==> config.mk <==
export PLATFORM = sky130hd
export DESIGN_NAME = base_conv_scheduler
export DESIGN_NICKNAME = d
export VERILOG_FILES = /design/src/rtl/base_conv_scheduler.sv
export SDC_FILE = /design/constraint.sdc
export NUM_CORES = 1
export LEC_CHECK = 0
export ABC_AREA = 1
export CELL_PAD_IN_SITES_DETAIL_PLACEMENT = 0
export CELL_PAD_IN_SITES_GLOBAL_PLACEMENT = 1
export CORE_AREA = 2 2 110 112
export CTS_CLUSTER_SIZE = 24
export DETAILED_ROUTE_END_ITERATION = 8
export DIE_AREA = 0 0 112 114
export GPL_ROUTABILITY_DRIVEN = 0
export PLACE_DENSITY_LB_ADDON = 0.1
export SLEW_MARGIN = 20
export SYNTH_ARGS = -nofsm -noshare
export SYNTH_HDL_FRONTEND = slang
export SYNTH_SLANG_ARGS = --single-unit
==> constraint.sdc <==
create_clock -name clk -period 2.4 [get_ports clk]
set_input_delay 0.36 -clock clk [delete_from_list [all_inputs] [get_ports clk]]
set_output_delay 0.36 -clock clk [all_outputs]
set_load 0.01 [all_outputs]
==> src/rtl/base_conv_scheduler.sv <==
// base_conv_scheduler
//   Shares one combinational base converter between NUM_REQ requesters.
//   A round-robin arbiter picks one request in IDLE. The chosen mode/data are
//   registered onto the converter inputs, and the converter result is captured
//   one cycle later. The result is then offered on a valid/ready response port,
//   tagged with the requester index. Only one request is in flight at a time.
// Ports
//   clk, rst_n                   clock (rising edge), async active-low reset
//   req_valid/req_mode/req_data  per-requester request, slot i packed at index i
//   req_ready                    one-hot accept strobe (IDLE only, combinational)
//   conv_mode/conv_data_in       registered converter inputs (held while idle)
//   conv_data_out/conv_valid     converter result
//   rsp_valid/rsp_ready          response handshake
//   rsp_id/rsp_data/rsp_err      response payload (rsp_err = ~conv_valid)
//   busy                         high whenever not IDLE
//   err_count                    saturating count of error responses
module base_conv_scheduler #(
  parameter int NUM_REQ   = 4,
  parameter int ID_W      = 2,
  parameter int ERR_CNT_W = 8
) (
  input  logic                    clk,
  input  logic                    rst_n,
  input  logic [NUM_REQ-1:0]      req_valid,
  input  logic [3*NUM_REQ-1:0]    req_mode,
  input  logic [16*NUM_REQ-1:0]   req_data,
  output logic [NUM_REQ-1:0]      req_ready,
  output logic [2:0]              conv_mode,
  output logic [15:0]             conv_data_in,
  input  logic [15:0]             conv_data_out,
  input  logic                    conv_valid,
  output logic                    rsp_valid,
  input  logic                    rsp_ready,
  output logic [ID_W-1:0]         rsp_id,
  output logic [15:0]             rsp_data,
  output logic                    rsp_err,
  output logic                    busy,
  output logic [ERR_CNT_W-1:0]    err_count
);

  localparam logic [1:0] IDLE = 2'd0;
  localparam logic [1:0] EXEC = 2'd1;
  localparam logic [1:0] RESP = 2'd2;

  logic [1:0]               state;
  logic [ID_W-1:0]          last;
  logic                     gnt_found;
  logic [ID_W-1:0]          gnt_idx;
  logic [NUM_REQ-1:0][2:0]  mode_arr;
  logic [NUM_REQ-1:0][15:0] data_arr;

  // Flat buses reinterpreted as per-slot arrays (bit layouts are identical).
  assign mode_arr = req_mode;
  assign data_arr = req_data;

  // Round robin: scan last+1, last+2, ... wrapping, first set bit wins.
  // The scan ends at last itself, so a lone requester can win back-to-back.
  always_comb begin
    gnt_found = 1'b0;
    gnt_idx   = '0;
    for (int k = 1; k <= NUM_REQ; k++) begin
      if (!gnt_found && req_valid[(int'(last) + k) % NUM_REQ]) begin
        gnt_found = 1'b1;
        gnt_idx   = ID_W'((int'(last) + k) % NUM_REQ);
      end
    end
  end

  always_comb begin
    req_ready = '0;
    if (state == IDLE && gnt_found) req_ready[gnt_idx] = 1'b1;
  end

  assign rsp_valid = (state == RESP);
  assign busy      = (state != IDLE);

  always_ff @(posedge clk or negedge rst_n) begin
    if (!rst_n) begin
      state        <= IDLE;
      last         <= ID_W'(NUM_REQ - 1);
      conv_mode    <= '0;
      conv_data_in <= '0;
      rsp_id       <= '0;
      rsp_data     <= '0;
      rsp_err      <= 1'b0;
      err_count    <= '0;
    end else begin
      case (state)
        IDLE: if (gnt_found) begin
          conv_mode    <= mode_arr[gnt_idx];
          conv_data_in <= data_arr[gnt_idx];
          rsp_id       <= gnt_idx;
          last         <= gnt_idx;
          state        <= EXEC;
        end
        EXEC: begin
          // Data is passed through as-is even on error (converter drives 0).
          rsp_data <= conv_data_out;
          rsp_err  <= ~conv_valid;
          if (!conv_valid && (err_count != '1))
            err_count <= err_count + ERR_CNT_W'(1);
          state    <= RESP;
        end
        RESP: if (rsp_ready) state <= IDLE;
        default: state <= IDLE;
      endcase
    end
  end

endmodule
==> metrics.yaml, run 1 <==
grt.total_usage_pct: 14.9
design.core.area_sq_mm: 0.0117
path_class: "reg -> out"
htreeDepth: 2
fin_worst_skew_ps: 6.37
hold_violations: 0
worst-endpoint-required_ps: 2040
startpoint_type: "flop"
synth-main-ff-cell: "dfrtp_1"
period_share_pct: 102
antenna_found_initial: 0
fmax_mhz: 410
cp_data_arrival_time_ps: 2080
row_count: 40
setup_ws_ps: -37.4
path_buf_inv: 3
firstDrtPassIters: 4
avgSynthCellArea_sq_um: 7.05
max_cap_viol_count: 0
grt-ovfl-total: 0
p_leak_nw: 2.63
crit_cells: 11
die_h_um: 114
synth-async-reset-ratio_pct: 100
top_usage_layer: "met2"
r2r_setup_slack_ps: 140
vdd_drop_max_v: 0.000523
yosysTopAreaCellShare_pct: 39.2
start_util_pct: 26.2
fin_util_pct: 45.0
crit_family: "simple AND/OR/NAND/NOR gates"
cts_buffers: 5
grt_setup_unrepaired: "yes"
met1_usage_pct: 18.9
synth_area_sq_mm: 0.00307
use_met3_pct: 3.83
use_met2_pct: 25.5
clkTransAtPathRegs_ps: 70
reg2reg_to: "conv_data_in[13]"
seq_area_frac_synth_pct: 40.9
slowest_delay_ps: 600
wirelength_mm: 9.48
postRouteAntennaNets: 0
cp_cell_sequence: "buf_12 -> nand2_1 -> nand3_2 -> nand2_2 -> nor2_4 -> buf_6 -> nand4_4 -> nand2_4 -> nand2_4 -> nor2_4 -> buf_2"
violations: "setup timing"
yosys_warnings: 0
fin_nets: 711
r2r_cells: 15
r2r-start: "last[0]"
root_buffer: "clkbuf_16"
synth_edf_count: 0
synth_area_leaders: "dfrtp_1, nand2_1, nand3_1"
path_max_fanout: 6
max_slew_margin_pct: 55.1
end_kind: "output pin"
whs_ps: 191
wl_per_cell_um: 12.5
vias_per_cell: 4.31
tns_ps: -50.1
ctsHoldBuffers: 0
grt_pass1_vias: 3193
die_w_um: 112
synth.most_common_cell: "nand2_1"
synth_largest_area_cell: "dfrtp_1"
portBuffers: 151
clock_latency_ps: 300
diodes: 0
dpl_cell_area_sq_mm: 0.00481
ys_ff_latch: 50
cts.sinks: 50
grt_pass1_wl_mm: 15.5
synthCells: 435
dr_total_vias: 3266
grt_max_degree: 61
final_cell_area_sq_mm: 0.00527
finalCriticalPeriod_ps: 2440
drc: 0
syn2layout_area_growth_pct: 72.0
p_per_area_mw_per_mm2: 1480
final_max_slew_viol_count: 0
drt_iter0_markers: 105
io_pins: 152
slowest_stage: "dfstp_2"
syn_nets: 536
finalSetupViolCount: 2
hold_path.class: "in -> async"
worst_pin_slew_ps: 673
cts_buffer_depth: 2
dp.final_hpwl_mm: 6.81
outcome: "complete, but fails checks"
synth_common_cells: "nand2_1, inv_1, nand3_1"
cts_tree: "yes"
layout-drive-gt1-share_pct: 16.0
yosysUniqueCellTypes: 33
die-area_sq_mm: 0.0128
routing by layer:
metal  vias up  part of all wire [%]
met1      1482                    44
li1       1679                     -
met4         0                   1.1
met3         8                   6.6
met2        97                    48
met5         -                     0
kinds of logic after synthesis:
group / after synthesis / synth area share (%)
simple gates: 269 / 39.2
buf+inv: 89 / 13.1
flops: 50 / 40.9
compound gates: 18 / 4.04
xor+xnor: 7 / 2.00
mux: 1 / 0.367
fa+ha+maj: 1 / 0.408
worst reg2reg max path: cells and delay by family (launching register included):
| kind | cells | cell delay [ps] |
|---|---|---|
| buffers and inverters | 5 | 710 |
| DFF | 1 | 600 |
| and+or+nand+nor | 10 | 870 |
report_power, final:
group	internal, W	switching [W]	leakage (nW)	total (W)
Sequential	0.00128	0.000248	0.616	0.00153
Clock	0.000600	0.000334	0.0940	0.000934
Combinational	0.00247	0.00285	1.92	0.00532
flip-flops by register name (all words and copies together), names as in the netlist:
name / flops
rsp_id: 2
err_count: 8
rsp_err: 1
last: 2
conv_mode: 3
state: 2
conv_data_in: 16
rsp_data: 16
cell type report:
cell class	count	area (sq um)
clock buffers	5	125
multi-input cells	296	1560
well taps	147	184
repair buffers	187	1820
flip-flops and latches	50	1250
clock inverters	3	68.8
fillers	1218	6440
inverters	70	268
through the flow:
step / cells / total power (W) / setup WS, ps
after global placement: 738 / 0.00629 / -407
after detailed placement: 738 / 0.00633 / -432
final: 758 / 0.00778 / -37.4
after global routing: 758 / 0.00853 / -129
after floorplan: 435 / 0.00448 / 234
after CTS: 752 / 0.00750 / -137
worst max path at each step:
stage | slack [ps] | start | to
finish | -40 | last[0] | req_ready[1]
global route | -130 | last[0] | req_ready[1]
CTS | -140 | last[0] | req_ready[0]
detailed placement | -430 | req_valid[3] | req_ready[0]
global placement | -410 | req_valid[3] | req_ready[0]
floorplan | 230 | last[0] | req_ready[1]
cells in the final DEF, fill, tap and decap left out, types with 5 or more instances in the layout:
master	count
xnor2_1	5
nand2_4	13
inv_1	65
nand2_2	16
buf_4	31
o211ai_1	11
clkdlybuf4s50_1	146
or2_1	8
nor2_1	9
nor2_4	5
nand2_1	145
clkbuf_16	5
nand3_1	59
dfrtp_1	48
repair_timing:
action / in CTS / in global routing
endpoints found under the hold margin: 0 / 0
gates cloned: 0 / 0
gates resized for setup: 29 / 42
buffers inserted: 6 / 6
setup endpoints to repair: 16 / 24
pin swaps: 7 / 15
Note: power is estimated with default switching activity, not from simulation.
==> run 2: changes to the inputs <==
--- a/config.mk
+++ b/config.mk
@@ -8,11 +8,13 @@
 export ABC_AREA = 1
 export CELL_PAD_IN_SITES_DETAIL_PLACEMENT = 0
 export CELL_PAD_IN_SITES_GLOBAL_PLACEMENT = 1
-export CORE_AREA = 2 2 110 112
+export CORE_AREA = 2 2 108 110
+export CTS_BUF_LIST = sky130_fd_sc_hd__clkbuf_8
 export CTS_CLUSTER_SIZE = 24
 export DETAILED_ROUTE_END_ITERATION = 8
-export DIE_AREA = 0 0 112 114
+export DIE_AREA = 0 0 110 112
 export GPL_ROUTABILITY_DRIVEN = 0
+export MAX_ROUTING_LAYER = met4
 export PLACE_DENSITY_LB_ADDON = 0.1
 export SLEW_MARGIN = 20
 export SYNTH_ARGS = -nofsm -noshare
==> run 2 against run 1 <==
Net effect:
- the run now ends clean
- worst setup slack better by 43 ps
- combinational power is 3.9% lower
- clock-buffer cell count stayed put
- register-to-register slack hardly changed
- clock skew is 6.2 ps higher
- critical endpoint unchanged
- sequential power hardly changed
- largest cell class unchanged
- core utilization is 0.24 points higher
- maximum frequency is 1.8% higher
- highest routed layer unchanged
- die area is 3.5% lower
- global-route usage is 0.63 points higher
- power is 6.8% lower
==> metrics.yaml, run 2 (synthesis results as in run 1) <==
outcome: "finished, final reports clean"
path_max_fanout: 6
vias_per_cell: 4.37
grt_pass1_vias: 3101
die_h_um: 112
cts.sinks: 50
vdd_drop_max_v: 0.000619
cts_buffers: 5
path_class: "reg -> out"
htreeDepth: 2
p_per_area_mw_per_mm2: 1430
final_common_cell: "nand2_1"
grt_max_degree: 43
dpl_cell_area_sq_mm: 0.00478
p_leak_nw: 2.51
startpoint_type: "flop"
worst_pin_slew_ps: 670
antenna_found_initial: 0
hold_violations: 0
max_slew_margin_pct: 55.3
cts_buffer_depth: 2
start_util_pct: 27.4
design.core.area_sq_mm: 0.0112
whs_ps: 78.6
end_kind: "output pin"
layout-drive-gt1-share_pct: 13.6
dp.final_hpwl_mm: 6.89
root_buffer: "clkbuf_8"
die-area_sq_mm: 0.0123
clkTransAtPathRegs_ps: 100
cp_data_arrival_time_ps: 2030
grt.total_usage_pct: 15.5
diodes: 0
portBuffers: 151
fin_worst_skew_ps: 12.6
largestRegisters: "conv_data_in: 16 flops, rsp_data: 16 flops, err_count: 8 flops"
fmax_mhz: 418
finalCriticalPeriod_ps: 2390
syn2layout_area_growth_pct: 65.0
period_share_pct: 99.8
cts_tree: "yes"
layout_common_cells: "nand2_1, clkdlybuf4s50_1, inv_1"
wl_per_cell_um: 12.3
wirelength_mm: 9.17
grt-ovfl-total: 0
io_pins: 152
hold_path.class: "in -> async"
ctsHoldBuffers: 0
finalSetupViolCount: 0
final_cell_area_sq_mm: 0.00506
firstDrtPassIters: 5
tns_ps: 0
drc: 0
dr_total_vias: 3254
clock_latency_ps: 310
row_count: 39
fin_nets: 702
grt_setup_unrepaired: "yes"
fin_util_pct: 45.3
final_max_slew_viol_count: 0
worst-endpoint-required_ps: 2040
die_w_um: 110
grt_pass1_wl_mm: 14.8
max_cap_viol_count: 0
drt_iter0_markers: 155
postRouteAntennaNets: 0
[run 2: changes by cell type in the layout (fill, tap and decap cells not counted), sizes merged]
cell,previous run,this run
buf,41,32
inv,69,70
bufinv,2,1
[run 2: final cells by class]
class                   count  area, sq um
multi-input cells         296         1500
clock buffers               5         68.8
inverters                  70          273
flip-flops and latches     50         1250
clock inverters             3         43.8
repair buffers            178         1740
well taps                 143          179
fillers                  1165         6120
[run 2: report_power, final]
group,internal [W],leakage (nW),switching [W],total (W)
Sequential,0.00128,0.616,0.000251,0.00153
Clock,0.000313,0.0585,0.000298,0.000611
Combinational,0.00232,1.84,0.00279,0.00511
[run 2: path summary, 6_finish.rpt]
path	from	cells past startpoint	to	slack, ps
max in group asynchronous	rst_n	2	err_count[5]	1660
setup / recovery	last[0]	12	req_ready[1]	5
min in group clk	rsp_data[9]	2	rsp_data[9]	480
hold / removal	rst_n	1	state[0]	80
hold reg to reg	rsp_data[9]	2	rsp_data[9]	480
setup reg to reg	last[0]	15	conv_data_in[11]	150
[run 2: per-layer routing]
| metal | routed length [um] | track usage [%] |
|---|---|---|
| met2 | 4580 | 26.3 |
| met1 | 3890 | 19.0 |
| met5 | 0 | - |
| met4 | 61 | 2.78 |
| met3 | 638 | 3.45 |
[run 2: what timing repair did]
action	in CTS	in global routing
setup endpoints to repair	15	15
pin swaps	10	9
buffers inserted	3	4
resized for setup	29	25
gates cloned	0	0
[run 2: critical path, cell delays in order, from the launching register on]
cell and delay (ps):
dfstp_2 600, buf_12 120, nand2_1 60, nand2_1 100, nand2_1 90, nand2_2 100
nand3_1 110, nand2_2 90, nand2_4 70, nand2_4 90, nand2_4 70, nor2_4 120
buf_6 110
[run 2: per-stage QoR]
stage	std cells	setup WS, ps	power (W)
6_report	745	5.37	0.00725
5_1_grt	745	-107	0.00801
4_1_cts	741	-27.4	0.00704
3_5_place_dp	730	-327	0.00627
3_3_place_gp	730	-335	0.00623
2_1_floorplan	435	234	0.00448
